<file path="src/rtl/rs_pkg.sv">
// Shared constants, types and GF(16) helper for the RS(15,9) syndrome block.
// Field is GF(2^4) built on x^4+x+1; alpha = 4'b0010.
package rs_pkg;

    localparam int SYM_W  = 4;
    localparam int N_SYM  = 15;
    localparam int K_SYM  = 9;
    localparam int N_SYND = N_SYM - K_SYM;

    // Low bits of the primitive polynomial: x^4 folds back to x+1.
    localparam logic [3:0] PRIM_POLY = 4'b0011;

    // alpha^j for j = 1..6, indexed by j.
    localparam logic [6:1][3:0] ALPHA_POW = {
        4'hC, 4'h6, 4'h3, 4'h8, 4'h4, 4'h2
    };

    typedef enum logic [1:0] {
        ST_IDLE,
        ST_ACCUM,
        ST_DONE
    } state_e;

    // Shift-and-add GF(16) product. With one operand constant this
    // collapses to a fixed XOR network, never an adder.
    function automatic logic [3:0] gf_mul(
        input logic [3:0] a,
        input logic [3:0] b
    );
        logic [3:0] p;
        logic [3:0] x;
        p = '0;
        x = a;
        for (int i = 0; i < 4; i++) begin
            if (b[i]) p = p ^ x;
            x = {x[2:0], 1'b0} ^ (x[3] ? PRIM_POLY : 4'b0000);
        end
        return p;
    endfunction

endpackage

</file>
<file path="src/rtl/gf16_mult_const.sv">
// Multiplies a GF(16) symbol by a fixed power of alpha (pure XOR logic).
// Ports: a_i symbol in, p_o product out; COEF selects the constant.
module gf16_mult_const
    import rs_pkg::*;
#(
    parameter logic [3:0] COEF = 4'h2
) (
    input  logic [3:0] a_i,
    output logic [3:0] p_o
);

    assign p_o = gf_mul(a_i, COEF);

endmodule

</file>
<file path="src/rtl/rs_syndrome_calc.sv">
// RS(15,9) syndrome calculator: S_j = r(alpha^j), j=1..6, via Horner's rule.
// Ports: clk, reset (sync, active high), codeWordVector[59:0], startSyndrome
// in; syndromeBusy, syndromeValid, syndromePacked[23:0], errorDetected out.
module rs_syndrome_calc #(
    parameter int SYM_W  = 4,
    parameter int N_SYM  = 15,
    parameter int N_SYND = 6
) (
    input  logic                      clk,
    input  logic                      reset,
    input  logic [N_SYM*SYM_W-1:0]    codeWordVector,
    input  logic                      startSyndrome,
    output logic                      syndromeBusy,
    output logic                      syndromeValid,
    output logic [N_SYND*SYM_W-1:0]   syndromePacked,
    output logic                      errorDetected
);

    import rs_pkg::*;

    localparam int CW_W = N_SYM * SYM_W;

    state_e                         state_q, state_d;
    logic [3:0]                     cnt_q, cnt_d;
    logic [CW_W-1:0]                cw_q, cw_d;
    logic [N_SYND-1:0][SYM_W-1:0]   acc_q, acc_d;
    logic [N_SYND-1:0][SYM_W-1:0]   mul;
    logic [N_SYND-1:0][SYM_W-1:0]   synd_q, synd_d;
    logic                           err_q, err_d;
    logic                           valid_q, valid_d;
    logic [SYM_W-1:0]               sym;

    // One constant multiplier per syndrome; acc[j] holds S_(j+1).
    for (genvar j = 0; j < N_SYND; j++) begin : g_mul
        gf16_mult_const #(
            .COEF (ALPHA_POW[j+1])
        ) u_mul (
            .a_i (acc_q[j]),
            .p_o (mul[j])
        );
    end

    // Current symbol, highest degree first.
    assign sym = cw_q[cnt_q*SYM_W +: SYM_W];

    always_comb begin
        state_d = state_q;
        cnt_d   = cnt_q;
        cw_d    = cw_q;
        acc_d   = acc_q;
        synd_d  = synd_q;
        err_d   = err_q;
        valid_d = 1'b0;
        unique case (state_q)
            ST_IDLE: begin
                if (startSyndrome) begin
                    cw_d    = codeWordVector;
                    acc_d   = '0;
                    cnt_d   = 4'(N_SYM - 1);
                    state_d = ST_ACCUM;
                end
            end
            ST_ACCUM: begin
                for (int j = 0; j < N_SYND; j++) begin
                    acc_d[j] = mul[j] ^ sym;
                end
                if (cnt_q == 4'd0) begin
                    state_d = ST_DONE;
                end else begin
                    cnt_d = cnt_q - 4'd1;
                end
            end
            ST_DONE: begin
                synd_d  = acc_q;
                err_d   = |acc_q;
                valid_d = 1'b1;
                state_d = ST_IDLE;
            end
            default: state_d = ST_IDLE;
        endcase
    end

    always_ff @(posedge clk) begin
        if (reset) begin
            state_q <= ST_IDLE;
            cnt_q   <= '0;
            cw_q    <= '0;
            acc_q   <= '0;
            synd_q  <= '0;
            err_q   <= 1'b0;
            valid_q <= 1'b0;
        end else begin
            state_q <= state_d;
            cnt_q   <= cnt_d;
            cw_q    <= cw_d;
            acc_q   <= acc_d;
            synd_q  <= synd_d;
            err_q   <= err_d;
            valid_q <= valid_d;
        end
    end

    assign syndromeBusy   = (state_q != ST_IDLE);
    assign syndromeValid  = valid_q;
    assign syndromePacked = synd_q;
    assign errorDetected  = err_q;

endmodule
</file>
<file path="config.mk">
export PLATFORM = sky130hd
export DESIGN_NAME = rs_syndrome_calc
export DESIGN_NICKNAME = d
export VERILOG_FILES = /design/src/rtl/rs_pkg.sv /design/src/rtl/gf16_mult_const.sv /design/src/rtl/rs_syndrome_calc.sv
export SDC_FILE = /design/constraint.sdc
export NUM_CORES = 1
export LEC_CHECK = 0
export CAP_MARGIN = 10
export CORE_UTILIZATION = 57
export CTS_CLUSTER_DIAMETER = 50
export DETAILED_ROUTE_END_ITERATION = 10
export PLACE_DENSITY_LB_ADDON = 0.05
export SLEW_MARGIN = 10
export SYNTH_ARGS = -nofsm -noshare
export SYNTH_HDL_FRONTEND = slang
export SYNTH_SLANG_ARGS = --single-unit
</file>
<file path="constraint.sdc">
create_clock -name clk -period 4.47 [get_ports clk]
set_input_delay 0.6705 -clock clk [delete_from_list [all_inputs] [get_ports clk]]
set_output_delay 0.6705 -clock clk [all_outputs]
set_load 0.03 [all_outputs]
</file>
==> flow_summary.yaml <==
clocking:
  tritoncts_sink_count: 116
  post-cts-setup-buffer-count: 0
  cts_made_buffers: 17
  insertion_delay_ns: 0.51
  clk_transition_reported_paths_ns: 0.06
  tritoncts: "built"
  h-tree-depth: 4
  post_cts.resized_instances: 0
  clk_path_buf_depth: 2
  ctsRootBufferMaster: "sky130_fd_sc_hd__clkbuf_8"
  post_cts_hold_buffer_count: 0
power_and_ir_drop:
  pwr-share-clk_pct: 42.5
  vdd_drop_max_mv: 0.270
  power.total_mw: 3.15
  leakagePower_nw: 2.47
  switching_share_pct: 27.7
  power.share.combinational_pct: 18.9
  power_report.internal_total_mw: 2.28
  switchingPower_mw: 0.874
  cellPowerDensity_nw_per_um2: 481
  portion_of_total_power_attributed_to_sequential_cells_pct: 38.5
floorplanning:
  floorplan.core_area_sq_um: 8680
  chipWidth_microns: 96.5
  dieArea_sq_um: 9320
  height_of_the_chip_microns: 96.5
  ios: 90
  effective_utilization_at_floorplan_pct: 58.7
  rows: 34
timing:
  fin_tns_setup_ns: 0
  hold_viol_final: 0
  fmax_ghz: 0.335
  clock_skew_after_layout_ns: 0.00852
  slew_viol_final: 0
  final_setup_vio_count: 0
  final.period_utilization_pct: 66.9
  finalWorstPathRequiredPeriod_ns: 2.99
  tightest_slew_ns: 1.10
  max-slew-margin-rel_pct: 26.3
  grt_setup_unrepaired: "no"
  hold_slack_ns: 0.452
  layout_setup_ws_ns: 1.48
detailed_routing:
  route.met2.wl_mm: 6.17
  detail_route.wirelength.met1_mm: 5.22
  met3RoutedLength_microns: 412
  drtPass1Iterations: 4
  topRoutingLayerUsed: "met4"
  first_iter_violations: 170
  drtAntennaViolNets: 0
  drt-vias-per-instance: 5.49
  dr_total_vias: 4398
  drcViolationCount: 0
  wl_per_cell_microns: 15.0
  drt_wl_total_mm: 12.0
synth:
  synth_cells: 611
  seq_area_frac_synth_pct: 45.6
  synth.mux.area_fraction_pct: 5.31
  yosys.area_share.adder_pct: 1.47
  synth.cell_area_sq_um: 5090
  synthArstFlopShare_pct: 0
  netlist_top_cells_count: "176 x sky130_fd_sc_hd__nand2_1, 116 x sky130_fd_sc_hd__dfxtp_1, 91 x sky130_fd_sc_hd__a21oi_1"
  post_synth_xor_area_fraction_pct: 5.85
  synth.net_count: 680
  dominant_combinational_cell_family_by_area_after_synthesis: "simple AND/OR/NAND/NOR gates"
  synth_top_flop_cell: "sky130_fd_sc_hd__dfxtp_1"
  synth_enable_flop_cells: 0
  synthDominantCellAreaShare_pct: 45.6
  synth-compound-area-share_pct: 16.9
  yosys.area_share.simple_pct: 20.3
  synth_top_cell_by_area: "sky130_fd_sc_hd__dfxtp_1"
  yosysWarnings: 0
  syn_area_per_cell_sq_um: 8.33
  synthMostInstantiatedCell: "sky130_fd_sc_hd__nand2_1"
  synth_cell_types: 50
  yosys_register_bits: 116
  synth_area_leaders: "sky130_fd_sc_hd__dfxtp_1 46%, sky130_fd_sc_hd__nand2_1 13%, sky130_fd_sc_hd__a21oi_1 8.9%"
layout:
  utilization_pct: 75.5
  drive_above_1_share_pct: 6.64
  antennaDiodeCount: 0
  synthToLayoutAreaGrowth_pct: 28.6
  net_count_reported_at_finish: 749
worst_setup_path:
  crit_path_max_fanout: 22
  timing_worst_setup_path_type: "reg -> reg"
  timing.critical_path.required_ns: 4.87
  startpoint_class: "flip-flop"
  critical_path_arrival_ns: 3.39
  end_kind: "flip-flop"
global_route:
  wire_length_of_the_first_global_routing_pass_mm: 19.4
  grt_usage_pct: 27.4
  globalRouteOverflowTotal: 0
  grt_max_degree: 62
  initial_antenna_violation_count: 0
  first_global_vias: 4191
place:
  gp_congestion: 0.832
  dp_worst_setup_slack_ns: 1.47
  io_buffers: 89
  dpl.hpwl_mm: 7.91
outcome:
  status: "finished, final reports clean"
job:
  cap_viol_max_count: 0
worst_hold_path:
  hp-class: "reg -> reg"
state kept, by name, indices dropped and copies added (netlist names):
name            count
acc_q              24
syndromeValid       1
cw_q               60
errorDetected       1
state_q             2
cnt_q               4
syndromePacked     24
worst max-delay path: stages (launching register included):
cell and delay (ns):
sky130_fd_sc_hd__dfxtp_1 0.97, sky130_fd_sc_hd__buf_4 0.33, sky130_fd_sc_hd__and3b_1 0.24, sky130_fd_sc_hd__o2bb2ai_1 0.13, sky130_fd_sc_hd__o31a_1 0.33, sky130_fd_sc_hd__or2_1 0.35, sky130_fd_sc_hd__xnor2_1 0.18, sky130_fd_sc_hd__a311o_1 0.35
layout by cell type (no fill, tap or decap), drive strengths merged, types with 6 or more instances in the layout:
| master | netlist | routed |
|---|---|---|
| a22o | 18 | 18 |
| a21oi | 91 | 91 |
| xor2 | 11 | 11 |
| inv | 14 | 14 |
| xnor2 | 23 | 23 |
| dfxtp | 116 | 116 |
| nor2b | 7 | 7 |
| clkdlybuf4s50 | 0 | 88 |
| ha | 6 | 6 |
| nand2 | 176 | 176 |
| nand2b | 7 | 7 |
| mux2i | 12 | 12 |
| clkbuf | 37 | 22 |
| nor2 | 12 | 12 |
| and2 | 6 | 6 |
cell families (layout without fill, tap and decap cells):
group	after synthesis	after routing
flops	116	116
simple gates	236	236
compound gates	141	141
mux	21	21
buf+inv	57	139
xor+xnor	34	34
fa+ha+maj	6	6
layout make-up:
cell class	count	area, sq um
well taps	108	135
multi-input cells	438	2540
flip-flops and latches	116	2320
clock inverters	10	130
inverters	14	52.6
clock buffers	22	453
fillers	663	2130
repair buffers	93	916
path summary, 6_finish.rpt:
path	from	endpoint	slack, ns	cells after the start
setup / recovery	cnt_q[0]	acc_q[12]	1.48	7
hold / removal	syndromePacked[16]	syndromePacked[16]	0.45	2
setup reg to reg	cnt_q[0]	acc_q[12]	1.48	7
hold reg to reg	syndromePacked[16]	syndromePacked[16]	0.45	2
per-layer routing:
| layer | vias up | global-route usage (%) |
|---|---|---|
| li1 | 2210 | - |
| met1 | 2079 | 31.9 |
| met2 | 91 | 48.6 |
| met3 | 18 | 6.42 |
| met4 | 0 | 10.4 |
| met5 | - | 0 |
power by group through the flow:
stage               Clock, mW  Combinational (mW)  Sequential (mW)
global placement            0               0.568             1.23
detailed placement          0               0.590             1.23
CTS                      1.35               0.598             1.21
floorplan                   0               0.476             1.19
finish                   1.34               0.597             1.21
global route             1.40               0.657             1.23
stage by stage:
step | cells | area, sq um
floorplan | 611 | 5090
global placement | 769 | 5970
detailed placement | 769 | 5970
CTS | 801 | 6550
global route | 801 | 6550
finish | 801 | 6550
Note: power is estimated with default switching activity, not from simulation.
